===== src/rtl/apb_cmd_master_if.sv =====
// Command/response and APB3 signal bundle for apb_cmd_master.
// The master modport is the initiator view; slave is the view for the bus and command side.
interface apb_cmd_master_if;
    logic        cmd_valid;
    logic        cmd_ready;
    logic        cmd_write;
    logic [31:0] cmd_addr;
    logic [31:0] cmd_wdata;

    logic        rsp_valid;
    logic        rsp_ready;
    logic [31:0] rsp_rdata;
    logic        rsp_err;
    logic        rsp_timeout;

    logic [31:0] paddr;
    logic        psel;
    logic        penable;
    logic        pwrite;
    logic [31:0] pwdata;
    logic [31:0] prdata;
    logic        pready;
    logic        pslverr;

    modport master (
        input  cmd_valid, cmd_write, cmd_addr, cmd_wdata,
        output cmd_ready,
        output rsp_valid, rsp_rdata, rsp_err, rsp_timeout,
        input  rsp_ready,
        output paddr, psel, penable, pwrite, pwdata,
        input  prdata, pready, pslverr
    );

    modport slave (
        output cmd_valid, cmd_write, cmd_addr, cmd_wdata,
        input  cmd_ready,
        input  rsp_valid, rsp_rdata, rsp_err, rsp_timeout,
        output rsp_ready,
        input  paddr, psel, penable, pwrite, pwdata,
        output prdata, pready, pslverr
    );
endinterface


===== src/rtl/apb_cmd_master.sv =====
// APB3 initiator: one command in flight, 4 cycles per zero-wait transfer, optional access timeout.
// cmd_ready only in IDLE; the response is held unchanged until rsp_ready, with no stall limit.
module apb_cmd_master #(
    parameter int unsigned TIMEOUT_CC = 255,
    parameter logic [31:0] ADDR_RESET = 32'h0000_0000
) (
    input logic                  i_pclk,
    input logic                  i_preset,
    apb_cmd_master_if.master     if_bus
);
    typedef enum logic [1:0] {
        ST_IDLE,
        ST_SETUP,
        ST_ACCESS,
        ST_RESP
    } state_t;

    localparam bit          TO_EN   = (TIMEOUT_CC != 0);
    localparam logic [15:0] TO_LAST = TO_EN ? 16'(TIMEOUT_CC - 1) : 16'd0;

    state_t      r_state,       w_state;
    logic [15:0] r_cnt,         w_cnt;
    logic        r_psel,        w_psel;
    logic        r_penable,     w_penable;
    logic        r_pwrite,      w_pwrite;
    logic [31:0] r_paddr,       w_paddr;
    logic [31:0] r_pwdata,      w_pwdata;
    logic        r_rsp_valid,   w_rsp_valid;
    logic [31:0] r_rsp_rdata,   w_rsp_rdata;
    logic        r_rsp_err,     w_rsp_err;
    logic        r_rsp_timeout, w_rsp_timeout;

    always_ff @(posedge i_pclk) begin
        if (i_preset) begin
            r_state       <= ST_IDLE;
            r_cnt         <= '0;
            r_psel        <= 1'b0;
            r_penable     <= 1'b0;
            r_pwrite      <= 1'b0;
            r_paddr       <= ADDR_RESET;
            r_pwdata      <= '0;
            r_rsp_valid   <= 1'b0;
            r_rsp_rdata   <= '0;
            r_rsp_err     <= 1'b0;
            r_rsp_timeout <= 1'b0;
        end else begin
            r_state       <= w_state;
            r_cnt         <= w_cnt;
            r_psel        <= w_psel;
            r_penable     <= w_penable;
            r_pwrite      <= w_pwrite;
            r_paddr       <= w_paddr;
            r_pwdata      <= w_pwdata;
            r_rsp_valid   <= w_rsp_valid;
            r_rsp_rdata   <= w_rsp_rdata;
            r_rsp_err     <= w_rsp_err;
            r_rsp_timeout <= w_rsp_timeout;
        end
    end

    // Next-state logic computes next register values so every bus/response output is a flop.
    always_comb begin
        w_state       = r_state;
        w_cnt         = r_cnt;
        w_psel        = r_psel;
        w_penable     = r_penable;
        w_pwrite      = r_pwrite;
        w_paddr       = r_paddr;
        w_pwdata      = r_pwdata;
        w_rsp_valid   = r_rsp_valid;
        w_rsp_rdata   = r_rsp_rdata;
        w_rsp_err     = r_rsp_err;
        w_rsp_timeout = r_rsp_timeout;

        case (r_state)
            ST_IDLE: begin
                if (if_bus.cmd_valid) begin
                    w_pwrite  = if_bus.cmd_write;
                    w_paddr   = if_bus.cmd_addr;
                    w_pwdata  = if_bus.cmd_wdata;
                    w_psel    = 1'b1;
                    w_penable = 1'b0;
                    w_state   = ST_SETUP;
                end
            end
            ST_SETUP: begin
                w_penable = 1'b1;
                w_cnt     = '0;
                w_state   = ST_ACCESS;
            end
            ST_ACCESS: begin
                if (if_bus.pready) begin
                    w_rsp_rdata   = r_pwrite ? 32'h0 : if_bus.prdata;
                    w_rsp_err     = if_bus.pslverr;
                    w_rsp_timeout = 1'b0;
                    w_rsp_valid   = 1'b1;
                    w_psel        = 1'b0;
                    w_penable     = 1'b0;
                    w_state       = ST_RESP;
                end else if (TO_EN && (r_cnt == TO_LAST)) begin
                    // Counter holds the number of ACCESS cycles already spent, so this is cycle N.
                    w_rsp_rdata   = 32'h0;
                    w_rsp_err     = 1'b1;
                    w_rsp_timeout = 1'b1;
                    w_rsp_valid   = 1'b1;
                    w_psel        = 1'b0;
                    w_penable     = 1'b0;
                    w_state       = ST_RESP;
                end else if (r_cnt != 16'hFFFF) begin
                    w_cnt = r_cnt + 16'd1;
                end
            end
            ST_RESP: begin
                if (if_bus.rsp_ready) begin
                    w_rsp_valid = 1'b0;
                    w_state     = ST_IDLE;
                end
            end
            default: begin
                w_state = ST_IDLE;
            end
        endcase
    end

    assign if_bus.cmd_ready   = (r_state == ST_IDLE) && !i_preset;
    assign if_bus.psel        = r_psel;
    assign if_bus.penable     = r_penable;
    assign if_bus.pwrite      = r_pwrite;
    assign if_bus.paddr       = r_paddr;
    assign if_bus.pwdata      = r_pwdata;
    assign if_bus.rsp_valid   = r_rsp_valid;
    assign if_bus.rsp_rdata   = r_rsp_rdata;
    assign if_bus.rsp_err     = r_rsp_err;
    assign if_bus.rsp_timeout = r_rsp_timeout;
endmodule


===== src/flat_wrapper.sv =====
// flat-port wrapper written by rule: the top's interface ports become plain ports
module apb_cmd_master_flat 
#(
    parameter int unsigned TIMEOUT_CC = 255,
    parameter logic [31:0] ADDR_RESET = 32'h0000_0000
)
  (i_pclk, i_preset, if_bus_cmd_valid, if_bus_cmd_write, if_bus_cmd_addr, if_bus_cmd_wdata, if_bus_cmd_ready, if_bus_rsp_valid, if_bus_rsp_rdata, if_bus_rsp_err, if_bus_rsp_timeout, if_bus_rsp_ready, if_bus_paddr, if_bus_psel, if_bus_penable, if_bus_pwrite, if_bus_pwdata, if_bus_prdata, if_bus_pready, if_bus_pslverr);
  apb_cmd_master_if if_bus_i ();
  input logic i_pclk;
  input logic i_preset;
  input wire logic [$bits(if_bus_i.cmd_valid)-1:0] if_bus_cmd_valid;
  input wire logic [$bits(if_bus_i.cmd_write)-1:0] if_bus_cmd_write;
  input wire logic [$bits(if_bus_i.cmd_addr)-1:0] if_bus_cmd_addr;
  input wire logic [$bits(if_bus_i.cmd_wdata)-1:0] if_bus_cmd_wdata;
  output wire logic [$bits(if_bus_i.cmd_ready)-1:0] if_bus_cmd_ready;
  output wire logic [$bits(if_bus_i.rsp_valid)-1:0] if_bus_rsp_valid;
  output wire logic [$bits(if_bus_i.rsp_rdata)-1:0] if_bus_rsp_rdata;
  output wire logic [$bits(if_bus_i.rsp_err)-1:0] if_bus_rsp_err;
  output wire logic [$bits(if_bus_i.rsp_timeout)-1:0] if_bus_rsp_timeout;
  input wire logic [$bits(if_bus_i.rsp_ready)-1:0] if_bus_rsp_ready;
  output wire logic [$bits(if_bus_i.paddr)-1:0] if_bus_paddr;
  output wire logic [$bits(if_bus_i.psel)-1:0] if_bus_psel;
  output wire logic [$bits(if_bus_i.penable)-1:0] if_bus_penable;
  output wire logic [$bits(if_bus_i.pwrite)-1:0] if_bus_pwrite;
  output wire logic [$bits(if_bus_i.pwdata)-1:0] if_bus_pwdata;
  input wire logic [$bits(if_bus_i.prdata)-1:0] if_bus_prdata;
  input wire logic [$bits(if_bus_i.pready)-1:0] if_bus_pready;
  input wire logic [$bits(if_bus_i.pslverr)-1:0] if_bus_pslverr;
  assign if_bus_i.cmd_valid = if_bus_cmd_valid;
  assign if_bus_i.cmd_write = if_bus_cmd_write;
  assign if_bus_i.cmd_addr = if_bus_cmd_addr;
  assign if_bus_i.cmd_wdata = if_bus_cmd_wdata;
  assign if_bus_cmd_ready = if_bus_i.cmd_ready;
  assign if_bus_rsp_valid = if_bus_i.rsp_valid;
  assign if_bus_rsp_rdata = if_bus_i.rsp_rdata;
  assign if_bus_rsp_err = if_bus_i.rsp_err;
  assign if_bus_rsp_timeout = if_bus_i.rsp_timeout;
  assign if_bus_i.rsp_ready = if_bus_rsp_ready;
  assign if_bus_paddr = if_bus_i.paddr;
  assign if_bus_psel = if_bus_i.psel;
  assign if_bus_penable = if_bus_i.penable;
  assign if_bus_pwrite = if_bus_i.pwrite;
  assign if_bus_pwdata = if_bus_i.pwdata;
  assign if_bus_i.prdata = if_bus_prdata;
  assign if_bus_i.pready = if_bus_pready;
  assign if_bus_i.pslverr = if_bus_pslverr;
  apb_cmd_master #(.TIMEOUT_CC(TIMEOUT_CC), .ADDR_RESET(ADDR_RESET)) u_core (.i_pclk(i_pclk), .i_preset(i_preset), .if_bus(if_bus_i));
endmodule

===== config.mk =====
export PLATFORM = sky130hd
export DESIGN_NAME = apb_cmd_master_flat
export DESIGN_NICKNAME = d
export VERILOG_FILES = /design/src/rtl/apb_cmd_master_if.sv /design/src/rtl/apb_cmd_master.sv /design/src/flat_wrapper.sv
export SDC_FILE = /design/constraint.sdc
export NUM_CORES = 1
export LEC_CHECK = 0
export ABC_AREA = 1
export CORE_MARGIN = 1
export CORE_UTILIZATION = 43
export DETAILED_ROUTE_END_ITERATION = 12
export HOLD_SLACK_MARGIN = 0.05
export PLACE_DENSITY = 0.86
export SYNTH_ARGS = -nofsm -noshare
export SYNTH_HDL_FRONTEND = slang
export SYNTH_SLANG_ARGS = --single-unit

===== constraint.sdc =====
create_clock -name i_pclk -period 2.2 [get_ports i_pclk]
set_input_delay 0.33 -clock i_pclk [delete_from_list [all_inputs] [get_ports i_pclk]]
set_output_delay 0.33 -clock i_pclk [all_outputs]
set_load 0.01 [all_outputs]

==> impl_metrics.ini <==
[status]
status = finished, final reports clean

[placement]
io_buffers = 205
gp_congestion = 0.855
pre_cts_ws_ns = 0.262
hpwl_mm = 9.69
post-place-cells = 1006

[setup_path]
crit_path_start_kind = flop
r2r_setup_slack_ns = 0.27
crit_type = flop to output pin
r2r-end = u_core.if_bus.rsp_rdata[2]
crit_top_cell = inv_1
critical-path-slowest-cell = clkdlybuf4s50_1
r2r-start = u_core.r_cnt[0]
worst_setup_path_end_kind = output pin
arrival_ns = 1.75
r2r_cells = 10
required_ns = 1.87
cp_cell_sequence = inv_1, ha_2, inv_1, nor2_1, clkdlybuf4s50_1
path_buf_inv = 3
path_max_fanout = 4
max_stage_delay_ns = 0.54
crit_family = buffers and inverters

[clock_tree]
cts_buffer_depth = 2
hold_buffers = 0
clock_latency_ns = 0.41
cts.sinks = 120
path_clk_slew_ns = 0.06
numCtsBuffers = 17
post_cts.repair.setup_buffers = 0
root_buffer = clkbuf_16
cts_tree = yes
htreeDepth = 4

[cells_and_area]
fin_nets = 994
final.fill_count = 854
drive_gt1_share_pct = 7.13
area_growth_pct = 57.2
diodes = 0
finalNonFillerCells = 1038

[hold_path]
hold_path_depth = 2
hp-class = flop to flop
worstHoldStart = u_core.if_bus.rsp_valid
hold_end = u_core.if_bus.rsp_valid

[floorplan]
dieArea_um2 = 11900
die_w_um = 109
rows = 38
die_h_um = 109
coreArea_um2 = 11000
io_pins = 206
start_util_pct = 44.7

[global_routing]
grt_overflow_total = 0
grt_max_degree = 58
grt_pass1_vias = 4523
grt_pass1_wl_mm = 21.5
grtUsageTotal_pct = 23.4
antenna_found_initial = 0

[synthesis]
synth_cells = 684
yosys.area.top_type_share_pct = 48.9
ys.flop_type = dfxtp_1
synth_largest_area_cell = dfxtp_1
syn_avg_cell_area_um2 = 7.18
syn_nets = 793
yosysWarnings = 0
syn_area_um2 = 4910
yosysMostFrequentCell = nor2_1
async_flop_share_pct = 0
synth_common_cells = nor2_1 (190), dfxtp_1 (120), nand2_1 (119)
synth.area.top_cells = dfxtp_1 (49%), nor2_1 (15%), nand2_1 (9.1%)
synth_edf_count = 0
yosysUniqueCellTypes = 25
synth.ff_latch_count = 120
seq_area_frac_synth_pct = 48.9

[sta]
maxSlewHeadroom_pct = 72.3
max_freq_mhz = 482
rsz0062_at_grt = no
worst_slew_pin_slew_ns = 0.416
fin_ws_ns = 0.125
setup_viol = 0
slew_viol_final = 0
setup-tns-final_ns = 0
skew_ns = 0.00809
fin_crit_ns = 2.08
worst_hold_slack_ns = 0.457
min_period_over_period_pct = 94.3
finalHoldViolations = 0

[routing]
drt_iter0_drc = 360
post_drt_wl_per_cell_um = 13.4
first_pass_iters = 5
drt_wl_total_mm = 13.9
drc_errors = 0
vias = 4997
viasPerCell = 4.81
antenna_left = 0

[power_and_ir_drop]
powerDensity_nw_per_um2 = 955
cellLeakagePower_nw = 3.02
ir_drop_uv = 711
power_mw = 7.38

[flow_run]
cap_violations = 0
-- metal layers --
layer  GRT usage, %  routed length, µm  part of all wire, %  up-vias
li1               -                  -                    -     2590
met1           27.2               5800                   42     2219
met2           39.7               6770                   49      176
met3           8.49               1250                  9.0       12
met4           7.43                131                 0.94        0
met5              0                  0                    0        -
-- cell type report --
| type | instances | area, µm² | share of cell area (%) |
|---|---|---|---|
| clock buffers | 19 | 443 | 5.73 |
| clock inverters | 13 | 194 | 2.51 |
| inverters | 32 | 120 | 1.55 |
| multi-input cells | 494 | 2200 | 28.5 |
| flip-flops and latches | 120 | 2400 | 31.1 |
| well taps | 140 | 175 | 2.27 |
| repair buffers | 220 | 2190 | 28.3 |
-- state kept, by name (all words and copies together), names as in the netlist, 2 cells and up --
| name | cells |
|---|---|
| u_core.if_bus.pwdata | 32 |
| u_core.if_bus.rsp_rdata | 32 |
| u_core.r_cnt | 16 |
| u_core.r_state | 2 |
| u_core.if_bus.paddr | 32 |
-- layout by cell type, fill, tap and decap left out, types with 5 or more instances in the layout --
| cell type | synthesis | final |
|---|---|---|
| clkdlybuf4s50_1 | 0 | 205 |
| nor2_1 | 190 | 190 |
| dfxtp_1 | 120 | 120 |
| nand2_1 | 119 | 118 |
| o21ai_0 | 82 | 82 |
| a21oi_1 | 52 | 52 |
| inv_1 | 30 | 28 |
| nand3_1 | 20 | 20 |
| clkbuf_16 | 0 | 17 |
| buf_4 | 5 | 13 |
| nand4_1 | 6 | 6 |
| a21oi_2 | 5 | 5 |
| ha_1 | 6 | 5 |
-- per-stage QoR --
stage                     util (%)  cell area, µm²
after floorplan                  -            4910
after global routing          70.3            7730
after global placement        64.5            7090
after detailed placement      64.5            7090
after CTS                     70.3            7720
final                         70.3            7730
-- worst max-delay path by stage --
| stage | start | to | depth (start not counted) |
|---|---|---|---|
| 2_1_floorplan | u_core.r_state[0] | u_core.r_cnt[1] | 10 |
| 3_3_place_gp | if_bus_pready | u_core.if_bus.rsp_err | 7 |
| 3_5_place_dp | if_bus_pready | u_core.if_bus.rsp_rdata[2] | 7 |
| 4_1_cts | u_core.r_state[0] | if_bus_cmd_ready | 5 |
| 5_1_grt | u_core.r_state[0] | if_bus_cmd_ready | 5 |
| 6_report | u_core.r_state[0] | if_bus_cmd_ready | 5 |
-- repair_timing --
action,CTS,global route
resized for setup,0,1
hold endpoints to repair,0,0
endpoints found under the setup margin,0,1
-- power breakdown --
group	switching (mW)	internal [mW]	total, mW	leakage (nW)
Sequential	0.188	2.46	2.65	0.985
Combinational	0.900	0.876	1.78	1.74
Clock	1.01	1.94	2.95	0.296
Total	2.10	5.28	7.38	3.02
-- tightest hold or removal path, stage by stage (launching register included) --
cell and delay (ns):
dfxtp_1 0.30, nand2_1 0.06, a21oi_1 0.05
-- cells by family after synthesis --
| group | share of synthesized area (%) |
|---|---|
| AOI/OAI and AO/OA | 15.0 |
| xor gates and xnor gates | 0.178 |
| adders and majority gates | 1.53 |
| buffers and inverters | 6.39 |
| DFF | 48.9 |
| and+or+nand+nor | 28.0 |
No activity file was read; power rests on OpenSTA's default activity.
